**src/rtl/us_cmd_arbiter_pkg.sv**
```systemverilog
// us_cmd_arbiter_pkg
//   Shared definitions for the upstream command arbiter: command word width,
//   the position of the type field in a command word, the command type codes
//   and the arbiter state encoding. Imported by every us_cmd_arbiter file.
package us_cmd_arbiter_pkg;

  localparam int CMD_W       = 128;
  localparam int CMD_TYPE_HI = 63;
  localparam int CMD_TYPE_LO = 62;

  // Command type codes carried in cmd[63:62].
  localparam logic [1:0] US_CMD_WR32_TYPE = 2'b00;
  localparam logic [1:0] US_CMD_CPL_TYPE  = 2'b01;
  localparam logic [1:0] US_CMD_CPLD_TYPE = 2'b10;
  localparam logic [1:0] US_CMD_INVALID   = 2'b11;

  typedef enum logic [0:0] {
    ARB_IDLE  = 1'b0,
    ARB_ISSUE = 1'b1
  } arb_state_e;

  // Extract the type field of a command word.
  function automatic logic [1:0] cmd_type(input logic [CMD_W-1:0] cmd);
    return cmd[CMD_TYPE_HI:CMD_TYPE_LO];
  endfunction

  // True when a command carries the invalid type and must be dropped.
  function automatic logic cmd_is_invalid(input logic [CMD_W-1:0] cmd);
    return (cmd_type(cmd) == US_CMD_INVALID);
  endfunction

endpackage

```
**src/rtl/us_arb_rr_pick.sv**
```systemverilog
// us_arb_rr_pick
//   Combinational round-robin pick over the DMA requesters (indices
//   1..NUM_REQ-1). The search starts at ptr_i and wraps back to index 1;
//   bit 0 of elig_i (the completion class) is ignored.
// Ports:
//   elig_i  [NUM_REQ]  eligibility per requester
//   ptr_i   [IDX_W]    round-robin start index (1..NUM_REQ-1)
//   idx_o   [IDX_W]    selected DMA requester
//   found_o            some DMA requester is eligible
module us_arb_rr_pick
  import us_cmd_arbiter_pkg::*;
#(
  parameter int NUM_REQ = 3,
  parameter int IDX_W   = 2
) (
  input  logic [NUM_REQ-1:0] elig_i,
  input  logic [IDX_W-1:0]   ptr_i,
  output logic [IDX_W-1:0]   idx_o,
  output logic               found_o
);

  logic [NUM_REQ-1:0] dma_s;
  logic [NUM_REQ-1:0] upper_s;
  logic [NUM_REQ-1:0] pick_s;

  // Split candidates into those at/after the pointer and the wrapped rest;
  // the lowest set bit of the preferred half wins.
  always_comb begin
    dma_s   = elig_i & ~NUM_REQ'(1);
    upper_s = '0;
    for (int k = 1; k < NUM_REQ; k++) begin
      upper_s[k] = dma_s[k] & (IDX_W'(k) >= ptr_i);
    end
    pick_s  = (|upper_s) ? upper_s : dma_s;
    found_o = |dma_s;
    idx_o   = '0;
    for (int k = NUM_REQ - 1; k >= 1; k--) begin
      idx_o = pick_s[k] ? IDX_W'(k) : idx_o;
    end
  end

endmodule

```
**src/rtl/us_cmd_arbiter.sv**
```systemverilog
// us_cmd_arbiter
//   Shares the upstream command FIFO between NUM_REQ requesters. Requester 0
//   is the completion path and has priority; requesters 1..NUM_REQ-1 are DMA
//   sources served round-robin, with a starvation guard that forces a DMA
//   grant after STARVE_LIMIT lost IDLE cycles. Commands of invalid type are
//   acknowledged and dropped (counted in drop_cnt_o) without a FIFO write.
//   One command is issued every two cycles (IDLE -> ISSUE -> IDLE).
// Ports:
//   clk, rst                      clock, async active-high reset
//   req_i   [NUM_REQ]             requests, held with stable cmd until gnt
//   cmd_i   [NUM_REQ*128]         command words, requester k at [128k+:128]
//   gnt_o   [NUM_REQ]             one-cycle grant pulse
//   us_cmd_fifo_full_i            FIFO full
//   us_cmd_fifo_prog_full_i       FIFO programmable full
//   us_cmd_fifo_din_o [128]       registered command word
//   us_cmd_fifo_wr_en_o           FIFO write strobe
//   busy_o                        state is ISSUE
//   drop_cnt_o [CNT_W]            saturating count of dropped commands
//   grant_cnt_o [NUM_REQ*16]      per-requester write counters, only when
//                                 US_ARB_STATS_EN is defined
module us_cmd_arbiter
  import us_cmd_arbiter_pkg::*;
#(
  parameter int NUM_REQ      = 3,
  parameter int STARVE_LIMIT = 16,
  parameter int CNT_W        = 8
) (
  input  logic                     clk,
  input  logic                     rst,
  input  logic [NUM_REQ-1:0]       req_i,
  input  logic [NUM_REQ*CMD_W-1:0] cmd_i,
  output logic [NUM_REQ-1:0]       gnt_o,
  input  logic                     us_cmd_fifo_full_i,
  input  logic                     us_cmd_fifo_prog_full_i,
  output logic [CMD_W-1:0]         us_cmd_fifo_din_o,
  output logic                     us_cmd_fifo_wr_en_o,
  output logic                     busy_o,
  output logic [CNT_W-1:0]         drop_cnt_o
`ifdef US_ARB_STATS_EN
  ,
  output logic [NUM_REQ*16-1:0]    grant_cnt_o
`endif
);

  localparam int IDX_W = (NUM_REQ > 2) ? $clog2(NUM_REQ) : 1;
  localparam int ST_W  = (STARVE_LIMIT < 1) ? 1 : $clog2(STARVE_LIMIT + 1);

  arb_state_e         state_q, state_d;
  logic [IDX_W-1:0]   rr_ptr_q, rr_ptr_d;
  logic [ST_W-1:0]    starve_q, starve_d;
  logic [NUM_REQ-1:0] gnt_q, gnt_d;
  logic [CMD_W-1:0]   din_q, din_d;
  logic               wr_en_q, wr_en_d;
  logic [CNT_W-1:0]   drop_q, drop_d;

  logic [NUM_REQ-1:0] elig_s;
  logic               dma_req_s;
  logic [IDX_W-1:0]   dma_win_s;
  logic               dma_found_s;
  logic [IDX_W-1:0]   win_s;
  logic               win_valid_s;
  logic [CMD_W-1:0]   sel_cmd_s;
  logic               sel_inv_s;

  // Eligibility: invalid commands bypass the FIFO level checks since they
  // are never written; DMA sources also back off on prog_full.
  always_comb begin
    elig_s = '0;
    for (int k = 0; k < NUM_REQ; k++) begin
      if (k == 0) begin
        elig_s[k] = req_i[k] & (~us_cmd_fifo_full_i |
                                cmd_is_invalid(cmd_i[k*CMD_W +: CMD_W]));
      end else begin
        elig_s[k] = req_i[k] & ((~us_cmd_fifo_full_i & ~us_cmd_fifo_prog_full_i) |
                                cmd_is_invalid(cmd_i[k*CMD_W +: CMD_W]));
      end
    end
    dma_req_s = |(req_i & ~NUM_REQ'(1));
  end

  us_arb_rr_pick #(
    .NUM_REQ (NUM_REQ),
    .IDX_W   (IDX_W)
  ) u_rr_pick (
    .elig_i  (elig_s),
    .ptr_i   (rr_ptr_q),
    .idx_o   (dma_win_s),
    .found_o (dma_found_s)
  );

  // Winner selection: starved DMA first, then completions, then DMA.
  always_comb begin
    win_s       = '0;
    win_valid_s = 1'b0;
    if ((starve_q >= ST_W'(STARVE_LIMIT)) && dma_found_s) begin
      win_s       = dma_win_s;
      win_valid_s = 1'b1;
    end else if (elig_s[0]) begin
      win_s       = '0;
      win_valid_s = 1'b1;
    end else begin
      win_s       = dma_win_s;
      win_valid_s = dma_found_s;
    end
    sel_cmd_s = '0;
    for (int k = 0; k < NUM_REQ; k++) begin
      sel_cmd_s = sel_cmd_s |
                  ({CMD_W{win_s == IDX_W'(k)}} & cmd_i[k*CMD_W +: CMD_W]);
    end
    sel_inv_s = cmd_is_invalid(sel_cmd_s);
  end

  // Next-state logic. Grant, write strobe and din are loaded on the
  // IDLE->ISSUE edge so they are visible, registered, during ISSUE.
  always_comb begin
    state_d  = state_q;
    rr_ptr_d = rr_ptr_q;
    starve_d = starve_q;
    gnt_d    = '0;
    wr_en_d  = 1'b0;
    din_d    = din_q;
    drop_d   = drop_q;
    case (state_q)
      ARB_IDLE: begin
        if (win_valid_s) begin
          state_d = ARB_ISSUE;
          gnt_d   = NUM_REQ'(1) << win_s;
          if (sel_inv_s) begin
            drop_d = (drop_q == {CNT_W{1'b1}}) ? drop_q : drop_q + CNT_W'(1);
          end else begin
            wr_en_d = 1'b1;
            din_d   = sel_cmd_s;
          end
        end else begin
          state_d = ARB_IDLE;
        end
        // A DMA win resets the guard; any other outcome with a DMA request
        // pending counts as a lost cycle.
        if (win_valid_s && (win_s != '0)) begin
          starve_d = '0;
          if (sel_inv_s) begin
            rr_ptr_d = rr_ptr_q;
          end else begin
            rr_ptr_d = (win_s == IDX_W'(NUM_REQ - 1)) ? IDX_W'(1) : win_s + IDX_W'(1);
          end
        end else if (dma_req_s) begin
          starve_d = (starve_q >= ST_W'(STARVE_LIMIT)) ? starve_q : starve_q + ST_W'(1);
        end else begin
          starve_d = starve_q;
        end
      end
      ARB_ISSUE: begin
        state_d = ARB_IDLE;
      end
      default: begin
        state_d = ARB_IDLE;
      end
    endcase
  end

  // State and output registers.
  always_ff @(posedge clk or posedge rst) begin
    if (rst) begin
      state_q  <= ARB_IDLE;
      rr_ptr_q <= IDX_W'(1);
      starve_q <= '0;
      gnt_q    <= '0;
      din_q    <= '0;
      wr_en_q  <= 1'b0;
      drop_q   <= '0;
    end else begin
      state_q  <= state_d;
      rr_ptr_q <= rr_ptr_d;
      starve_q <= starve_d;
      gnt_q    <= gnt_d;
      din_q    <= din_d;
      wr_en_q  <= wr_en_d;
      drop_q   <= drop_d;
    end
  end

  assign gnt_o               = gnt_q;
  assign us_cmd_fifo_din_o   = din_q;
  assign us_cmd_fifo_wr_en_o = wr_en_q;
  assign busy_o              = (state_q == ARB_ISSUE);
  assign drop_cnt_o          = drop_q;

`ifdef US_ARB_STATS_EN
  logic [NUM_REQ*16-1:0] grant_cnt_q;

  // Per-requester count of issued FIFO writes, wrapping at 16 bits.
  always_ff @(posedge clk or posedge rst) begin
    if (rst) begin
      grant_cnt_q <= '0;
    end else begin
      for (int k = 0; k < NUM_REQ; k++) begin
        if ((state_q == ARB_IDLE) && win_valid_s && !sel_inv_s &&
            (win_s == IDX_W'(k))) begin
          grant_cnt_q[k*16 +: 16] <= grant_cnt_q[k*16 +: 16] + 16'd1;
        end
      end
    end
  end

  assign grant_cnt_o = grant_cnt_q;
`else
  // Statistics counters are not built in this configuration.
`endif

endmodule
```
**config.mk**
```make
export PLATFORM = sky130hd
export DESIGN_NAME = us_cmd_arbiter
export DESIGN_NICKNAME = d
export VERILOG_FILES = /design/src/rtl/us_cmd_arbiter_pkg.sv /design/src/rtl/us_arb_rr_pick.sv /design/src/rtl/us_cmd_arbiter.sv
export SDC_FILE = /design/constraint.sdc
export NUM_CORES = 1
export LEC_CHECK = 0
export CAP_MARGIN = 0
export CORE_AREA = 2 2 210 212
export CTS_BUF_LIST = sky130_fd_sc_hd__clkbuf_16
export DETAILED_ROUTE_END_ITERATION = 10
export DIE_AREA = 0 0 212 214
export PLACE_DENSITY_LB_ADDON = 0.1
export SLEW_MARGIN = 20
export SYNTH_ARGS = -nofsm -noshare
export SYNTH_HDL_FRONTEND = slang
export SYNTH_SLANG_ARGS = --single-unit
```
**constraint.sdc**
```tcl
create_clock -name clk -period 5.4 [get_ports clk]
set_input_delay 1.08 -clock clk [delete_from_list [all_inputs] [get_ports clk]]
set_output_delay 1.08 -clock clk [all_outputs]
set_load 0.03 [all_outputs]
```
Word level (Yosys, flattened, before mapping)
Cells that the tools add are included.

Divide/modulo/power cells: 0. Equality and inequality tests: 8. Reduce and logical (&&, ||, !) cells: 12. Add/subtract/negate cells: 3. Shift operators: 1. Bitwise logic cells: 19. Mux-type cells: 18. $lt $le $gt $ge: 3. Multipliers: 0.

Operators by type and width (number): 128-bit AND (3); 128-bit bitwise OR (2); 5-bit two-way mux (3); 2-bit == test (second input constant) (5); 2-bit two-way mux (5); 3-bit two-way mux (3); 3-bit AND reduction (3); 8-bit by 1-bit adder with 8-bit output (second input constant) (1); 8-bit == test (second input constant) (1); 1-bit AND (6); 1-bit two-way mux (6); 2-bit OR reduction (3); 5-bit by 1-bit adder with 5-bit output (second input constant) (1); 5-bit >= comparator (second input constant) (1); 1-bit inverter (5); 4-bit AND reduction (1); 2-bit nonzero test (2); 1-bit bitwise OR (3); 1-bit by 2-bit << shifter with 3-bit output (first input constant) (1); 2-bit by 1-bit adder with 2-bit output (second input constant) (1); 2-bit by 1-bit == test with 1-bit output (second input constant) (1); 1-bit by 2-bit >= comparator with 1-bit output (first input constant) (1); 2-bit >= comparator (first input constant) (1); 1-bit logical AND (2); 3 further kinds (3).

ROM bits: 0. Memory bits (writable): 0. Bits of input ports: 391. Logic and storage cells: 71. Latch bits: 0. Bits in registers: 148. Memories kept: 0.

Logic depth before layout (Yosys ltp)
Gate-level depths: netlist of the first run.

Word-level depth: 19. Mapped depth: 10.

Cells and area by module
From an unflattened synthesis of the first run, not the netlist that was laid out.

Cells, all modules: 861. Area total of the unflattened synthesis: 8359.3 um^2.

By module, submodules not included: us_cmd_arbiter (area each 8323.0 um^2, times used 1, cells an instance 856, sequential area each 3704.8 um^2); us_arb_rr_pick (area each 36.3 um^2, times used 1, cells an instance 5, sequential area each 0.0 um^2).

Least setup slack after synthesis of the first run
No wires, ideal clock.

Kind: input port to flip-flop. Start: input port us_cmd_fifo_full_i. End: register din_q[100], in the netlist us_cmd_fifo_din_o[100]. Path slack: 2.610 ns. Path buffers: 3. Cell stages on the path: 10. Setup time: 0.130 ns. Arrival: 2.660 ns. Cells stage by stage: a2bb2oi_1 o211a_1 and3_1 or3_1 o211ai_2 and2_1 buf_6 buf_6 buf_6 a21oi_2.

Longest elaborated chain between the ends: 18. Elaborated cells on any way between the ends: 31. Classes of those cells: eq/ne (3); mux (7); bitwise (16); reduce/logical (5).

Ends and longest elaborated chain: start: declaration (RTL line us_cmd_arbiter.sv:33) `input logic us_cmd_fifo_full_i,`; 1-bit inverter * (RTL line us_cmd_arbiter.sv:71, us_cmd_arbiter.sv:74); 1-bit AND (RTL line us_cmd_arbiter.sv:74) `elig_s[k] = req_i[k] & ((~us_cmd_fifo_full_i & ~us_cmd_fifo_prog_full_i) |`; 1-bit bitwise OR (RTL line us_cmd_arbiter.sv:74); 1-bit AND (RTL line us_cmd_arbiter.sv:74); 1-bit AND (RTL line us_arb_rr_pick.sv:32) `upper_s[k] = dma_s[k] & (IDX_W'(k) >= ptr_i);`; 2-bit OR reduction (RTL line us_arb_rr_pick.sv:34) `pick_s = (|upper_s) ? upper_s : dma_s;`; 3-bit two-way mux (RTL line us_arb_rr_pick.sv:34); 2-bit two-way mux (2 in series) (RTL line us_arb_rr_pick.sv:38) `idx_o = pick_s[k] ? IDX_W'(k) : idx_o;`; 2-bit two-way mux (RTL line us_cmd_arbiter.sv:98) `end else if (elig_s[0]) begin`; 2-bit two-way mux (RTL line us_cmd_arbiter.sv:95) `if ((starve_q >= ST_W'(STARVE_LIMIT)) && dma_found_s) begin`; 2-bit by 1-bit == test with 1-bit output / 2-bit logical NOT (equally long branches) (RTL line us_cmd_arbiter.sv:108) `({CMD_W{win_s == IDX_W'(k)}} & cmd_i[k*CMD_W +: CMD_W]);`; 128-bit AND (RTL line us_cmd_arbiter.sv:108); 128-bit bitwise OR (2 in series) (RTL line us_cmd_arbiter.sv:107) `sel_cmd_s = sel_cmd_s |`; 2-bit == test (RTL line us_cmd_arbiter_pkg.sv:29) `return (cmd_type(cmd) == US_CMD_INVALID);`; 1-bit inverter (no source line); 3-bit AND reduction (no source line); end signal: assignment (RTL line us_cmd_arbiter.sv:176) `din_q <= din_d;`; end: declaration (RTL line us_cmd_arbiter.sv:52) `logic [CMD_W-1:0] din_q, din_d;`.

Every way passes the cells marked *; elsewhere a longest branch is shown, timed or not. A chain may end at the register's enable or synchronous reset.

Worst setup path in the final report of the first run
Start: input port us_cmd_fifo_full_i. End: register din_q[14], in the netlist us_cmd_fifo_din_o[14].

The elaborated chain is that of the path after synthesis.

==> run summary, run 1 <==
Number of cells on the worst hold path: 1
Post-synthesis sequential element count: 148
Crit path launch type: input port
Sequential cell area: 3700 um^2
Type of the most critical hold path: flip-flop to flip-flop
Width of the die: 212 um
Global Route Usage Sum: 0.163
Number of gates on the worst path with buffers counted: 9
P&R area growth vs syn: 88.0%
Final setup TNS: 0 ps
Number of placement rows: 76
Antenna violations before repair: 3
Maximum number of pins on one net before global-route repair: 128
Unrepaired setup endpoints after global routing: no
Number of standard cells in the final layout excluding fillers: 1,778
Maximum clock skew at final layout: 10.9 ps
Combined area of all synthesized cells: 7330 um^2
Arr. time, crit path: 3790 ps
Placed instance count: 1,744
CP Cell Sequence: clkdlybuf4s50_1 -> o2bb2ai_1 -> a22o_1 -> a21boi_0 -> or3_1 -> o211ai_4 -> and2_4 -> buf_4 -> a21oi_1
Top cell type by total area after synthesis: dfrtp_1
Final hold viol count: 0
Worst VDD drop: 0.165 mV
Area of the die: 45,400 um^2
Largest fanout of any net on the critical path: 58
Worst path max stage delay: 530 ps
Clock tree buffer depth: 2
Reg-to-reg slack, setup: 2750 ps
Hold path start: drop_cnt_o[4]
Startpoint of the worst register-to-register path: rr_ptr_q[0]
WP data required: 5670 ps
Result of the run: completed
Most frequent cell after synthesis: a21oi_1
Proportion of register bits with asynchronous set or reset after synthesis: 1.00
Switching part of the total: 0.401
First-pass DRT Iterations: 6
Proportion of power drawn by combinational gates: 0.476
Bufs and invs on worst path: 2
Most used flip-flop cell after synthesis: dfrtp_1
Average routed wire per standard cell: 21.6 um
Final cycle utilization of the critical path: 0.652
Lkg Pwr: 5.08 nW
Fill cells: 4,405
Maximum capacitance violations: 0
List of most frequent post-synthesis cells: a21oi_1, dfrtp_1, a222oi_1
Clock tree from TritonCTS: done
Hold EP: drop_cnt_o[4]
Maximum level of the CTS H-tree: 4
Fmax: 0.284 GHz
Share of total power in sequential cells: 0.306
Vias per std cell: 4.69
Measured slew at the worst slew-check pin: 952 ps
Total overflow reported by the global router: 0
Placer congestion estimate: 0.771
# nets final: 1,572
Final count of pins violating max slew: 0
Total number of yosys warnings: 0
Logic depth of the worst register-to-register path: 8
Setup bufs post-CTS: 0
CTS Buf Count: 17
Net switching power figure: 2.20 mW
Core Footprint: 42,900 um^2
Clock transition time at the flip-flop clock pins of the worst setup and hold paths: 70 ps
Post-synthesis cell type count: 47
DRT Wirelength: 38,400 um
TritonCTS sink count: 148
Synthesized instance count: 694
DRC errors left: 0
Synth Area per Inst: 10.6 um^2
Multi-input gate area: 3220 um^2
Pwr/cell area: 398 nW/um^2
Detailed router's first-iteration violation count: 735
Detailed placement HPWL: 27,500 um
Clock latency on the worst-skew pair: 430 ps
Share of the yosys chip area belonging to registers: 0.505
Number of hold-repair buffers added at the cts stage: 0
Clock root cell: clkbuf_16
Post-Syn Nets: 1,088
First-pass GRT wire length: 55,300 um
Number of buffers inserted by port buffering: 531
Worst slew margin relative to its limit: 0.365
Total of cells resized after clock tree synthesis: 0
Post-synth EDFFs: 0
Overall via count from detail_route: 8,337
Largest cells by area after synthesis: dfrtp_1, a222oi_1, a21oi_1
Via count of the first global-routing pass: 8,585
Number of setup violations in the final report: 0
Portion of synthesized cell area occupied by the leading cell type: 0.502
Cell at the slowest stage of the critical path: buf_4
Power share of the clock group: 0.217
Initial core utilization: 0.171
Share of post-route cells with drive strength above 1: 0.0688
Final worst path period need: 3520 ps
Number of top-level pins: 532
Die height: 214 um
Type of the worst setup path: input port to flip-flop
Number of nets still failing antenna checks after routing: 0
Critical path capture point type: flip-flop
Internal portion of total power: 3.29 mW
Worst r2r dst: us_cmd_fifo_din_o[14]
CP delay by family, top: buffers and inverters
-- state kept, by name, summed over array words and instances, names as in the netlist --
name and cells:
busy_o 1, drop_cnt_o 8, gnt_o 3, rr_ptr_q 2, starve_q 5, us_cmd_fifo_din_o 128, us_cmd_fifo_wr_en_o 1
-- cell usage in the layout, fill, tap and decap left out, drive strengths merged, types with 2 or more instances in the layout --
cell type        n
clkdlybuf4s50  531
a21oi          259
dfrtp          147
a222oi         126
buf             18
clkbuf          17
nand2            9
inv              8
xnor2            6
clkinv           6
nand4            5
and3             4
nand3            4
o21ai            3
a211oi           3
ha               3
bufinv           3
clkinvlp         3
nor2             3
nor3             3
diode            2
a21o             2
nand3b           2
a21boi           2
or3              2
mux2i            2
o2bb2ai          2
o211ai           2
mux2             2
-- logic make-up after synthesis --
group | Yosys count | share of synthesized area
simple gates | 34 | 0.0251
flops | 148 | 0.505
compound gates | 409 | 0.391
mux | 4 | 0.00580
xor+xnor | 7 | 0.00836
fa+ha+maj | 3 | 0.00512
buf+inv | 89 | 0.0587
-- area by class of cell --
type,instances,area share
multi-input combinational,457,0.234
inverter,5,0.00191
clock buffer,17,0.0309
sequential,148,0.269
antenna,2,0.000363
timing repair buffer,549,0.400
tap,585,0.0531
clock inverter,15,0.0110
-- power by group through the flow --
stage	Combinational [mW]	Sequential [mW]	Clock, mW
2_1_floorplan	0.651	2.36	0
3_3_place_gp	2.66	1.69	0
3_5_place_dp	2.65	1.70	0
4_1_cts	2.66	1.69	1.25
5_1_grt	2.78	1.74	1.29
6_report	2.61	1.68	1.19
-- layer usage --
| layer | up-vias | wire length (um) | part of all wire | GRT usage |
|---|---|---|---|---|
| li1 | 3845 | - | - | - |
| met1 | 4039 | 15500 | 0.40 | 0.197 |
| met2 | 415 | 18600 | 0.48 | 0.273 |
| met3 | 36 | 3410 | 0.089 | 0.0466 |
| met4 | 2 | 828 | 0.022 | 0.0603 |
| met5 | - | 15 | 0.00039 | 0 |
-- how the worst max path moves through the flow --
stage | endpoint | slack [ps] | from
finish | us_cmd_fifo_din_o[14] | 1880 | us_cmd_fifo_full_i
global route | rr_ptr_q[1] | 1670 | us_cmd_fifo_full_i
CTS | rr_ptr_q[1] | 1780 | us_cmd_fifo_full_i
detailed placement | rr_ptr_q[1] | 1310 | us_cmd_fifo_full_i
global placement | rr_ptr_q[1] | 1360 | us_cmd_fifo_full_i
floorplan | busy_o | 340 | rst
-- per-stage QoR --
step / hold slack [ps] / util / setup slack (ps) / power (mW) / instance area [um^2]
CTS: 492 / 0.321 / 1780 / 5.59 / 13800
global route: 532 / 0.321 / 1670 / 5.81 / 13800
finish: 490 / 0.321 / 1880 / 5.49 / 13800
detailed placement: 479 / 0.308 / 1310 / 4.35 / 13200
global placement: 490 / 0.308 / 1360 / 4.35 / 13200
floorplan: 465 / - / 342 / 3.01 / 7330
Power figures use the tool's default switching activity.
==> run 2: changes to the inputs <==
==> constraint.sdc (replaced) <==
create_clock -name clk -period 3.5 [get_ports clk]
set_input_delay 0.7 -clock clk [delete_from_list [all_inputs] [get_ports clk]]
set_output_delay 0.7 -clock clk [all_outputs]
set_load 0.03 [all_outputs]
==> run 2 against run 1 <==
  * Cell count rose by 0.45%
  * Power increased by 53%
  * Clock power up 48%
  * Sequential power is 55% higher
  * Register-to-register slack got worse by 1700 ps
==> run summary, run 2 (synthesis results as in run 1) <==
Result of the run: completed
Arr. time, crit path: 3200 ps (-590 ps)
Worst slew margin relative to its limit: 0.520 (+0.155)
Fin worst setup slack: 592 ps (-1290 ps)
Final setup TNS: 0 ps (unchanged)
Maximum number of pins on one net before global-route repair: 85 (-34%)
# nets final: 1,581 (+0.57%)
Detailed router's first-iteration violation count: 686 (-6.7%)
Maximum clock skew at final layout: 7.99 ps (-2.92 ps)
Vias per std cell: 4.64 (-1.1%)
Highest-count cells in the layout ignoring fill and taps: clkdlybuf4s50_1, a21oi_1, dfrtp_1
TritonCTS sink count: 148 (unchanged)
Switching part of the total: 0.399 (-0.00180)
Internal portion of total power: 5.04 mW (+53%)
Maximum level of the CTS H-tree: 4 (unchanged)
Antenna violations before repair: 2 (-1)
Final count of pins violating max slew: 0 (unchanged)
Type of the worst setup path: input port to flip-flop
Maximum capacitance violations: 0 (unchanged)
Crit path launch type: input port
WP data required: 3790 ps (-1880 ps)
Number of nets still failing antenna checks after routing: 0 (unchanged)
Share of total power in sequential cells: 0.309 (+0.003)
Number of placement rows: 76 (unchanged)
Initial core utilization: 0.171 (unchanged)
Total of cells resized after clock tree synthesis: 0 (unchanged)
Placed Area: 13,400 um^2 (+1.4%)
Clock transition time at the flip-flop clock pins of the worst setup and hold paths: 60 ps (about the same)
Lkg Pwr: 5.15 nW (+1.5%)
Via count of the first global-routing pass: 8,774 (+2.2%)
Power share of the clock group: 0.209 (-0.008)
Placed instance count: 1,753 (+0.52%)
Total overflow reported by the global router: 0 (unchanged)
First-pass GRT wire length: 53,800 um (-2.5%)
DRT Wirelength: 36,700 um (-4.4%)
Setup bufs post-CTS: 0 (unchanged)
Detailed placement HPWL: 27,100 um (-1.4%)
Critical path capture point type: flip-flop
Most common cell after layout, fill and taps aside: clkdlybuf4s50_1
Core Footprint: 42,900 um^2 (unchanged)
DRC errors left: 0 (unchanged)
Largest fanout of any net on the critical path: 50 (-14%)
CTS Buf Count: 17 (unchanged)
Worst VDD drop: 0.305 mV (+85%)
Number of flip-flops under the largest register name: 128 (unchanged)
Pwr/cell area: 602 nW/um^2 (+51%)
Post-layout instance area: 13,900 um^2 (+1.1%)
Global Route Usage Sum: 0.156 (-0.00694)
Placer congestion estimate: 0.744 (-3.5%)
Width of the die: 212 um (unchanged)
Clock root cell: clkbuf_16
Final cycle utilization of the critical path: 0.831
Fmax: 0.344 GHz
Average routed wire per standard cell: 20.5 um (-4.8%)
Clock latency on the worst-skew pair: 430 ps (about the same)
Measured slew at the worst slew-check pin: 718 ps (-235 ps)
Proportion of power drawn by combinational gates: 0.481 (+0.005)
Final worst path period need: 2910 ps
P&R area growth vs syn: 90.1%
Die height: 214 um (unchanged)
Clock tree from TritonCTS: done
Setup Slack @ Placement: 127 ps (-1180 ps)
First-pass DRT Iterations: 9 (+3)
Number of setup violations in the final report: 0 (unchanged)
Number of buffers inserted by port buffering: 531 (unchanged)
Net switching power figure: 3.35 mW (+52%)
Overall via count from detail_route: 8,280 (-0.68%)
Number of standard cells in the final layout excluding fillers: 1,786 (+0.45%)
Clock tree buffer depth: 2 (unchanged)
Number of hold-repair buffers added at the cts stage: 0 (unchanged)
Number of top-level pins: 532 (unchanged)
Unrepaired setup endpoints after global routing: no
Area of the die: 45,400 um^2 (unchanged)
Final hold viol count: 0 (unchanged)
Fill cells: 4,419 (+0.32%)
Type of the most critical hold path: flip-flop to flip-flop
Share of post-route cells with drive strength above 1: 0.0767 (+0.00782)
## run 2: changes by cell type in the layout (fill, tap and decap cells not counted)
cell       previous run  this run
bufinv_16             3         2
clkinv_2              0         3
clkinv_1              5         4
buf_12                5        14
inv_6                 1         0
diode_2               2         1
## run 2: worst max-delay path, cell delays in order
cell and delay, ps:
clkdlybuf4s50_1 460, o2bb2ai_2 270, a22o_1 270, a21boi_0 170
or3_1 440, o211ai_4 150, and2_4 320, buf_12 270
a21oi_1 100
## run 2: cell type report
type	instances	area, um^2	share of cell area
clock buffers	17	425	0.0305
well taps	585	732	0.0525
repair buffers	558	5690	0.409
diodes	1	2.50	0.000180
clock inverters	15	125	0.00898
flip-flops and latches	148	3700	0.266
inverters	5	25.0	0.00180
multi-input cells	457	3220	0.231
## run 2: power groups by stage
| stage | logic (mW) | clock network, mW | registers (mW) |
|---|---|---|---|
| 2_1_floorplan | 1.00 | 0 | 3.64 |
| 3_3_place_gp | 4.11 | 0 | 2.61 |
| 6_report | 4.04 | 1.76 | 2.60 |
| 4_1_cts | 4.10 | 1.84 | 2.61 |
| 3_5_place_dp | 4.10 | 0 | 2.62 |
| 5_1_grt | 4.31 | 1.91 | 2.68 |
## run 2: routing by layer
| layer | wire [um] | GRT usage |
|---|---|---|
| met1 | 14700 | 0.180 |
| met2 | 18000 | 0.270 |
| met3 | 3550 | 0.0556 |
| met4 | 409 | 0.0425 |
| met5 | 12 | 0 |
## run 2: path summary, 6_finish.rpt
| check | slack, ps | cells after the start | endpoint | from |
|---|---|---|---|---|
| worst min register to register | 500 | 1 | drop_cnt_o[4] | drop_cnt_o[4] |
| worst max-delay path | 590 | 9 | us_cmd_fifo_din_o[30] | us_cmd_fifo_prog_full_i |
| worst max register to register | 1070 | 8 | us_cmd_fifo_din_o[30] | rr_ptr_q[0] |
| worst min-delay path | 500 | 1 | drop_cnt_o[4] | drop_cnt_o[4] |
| min in group asynchronous | 740 | 2 | us_cmd_fifo_din_o[16] | rst |
| max in group asynchronous | 2050 | 3 | rr_ptr_q[0] | rst |
## run 2: per-stage QoR
step / hold WS (ps) / total power [mW] / utilization
final: 495 / 8.39 / 0.325
after global routing: 513 / 8.90 / 0.325
after CTS: 502 / 8.55 / 0.325
after detailed placement: 489 / 6.72 / 0.312
after global placement: 485 / 6.72 / 0.312
after floorplan: 465 / 4.64 / -
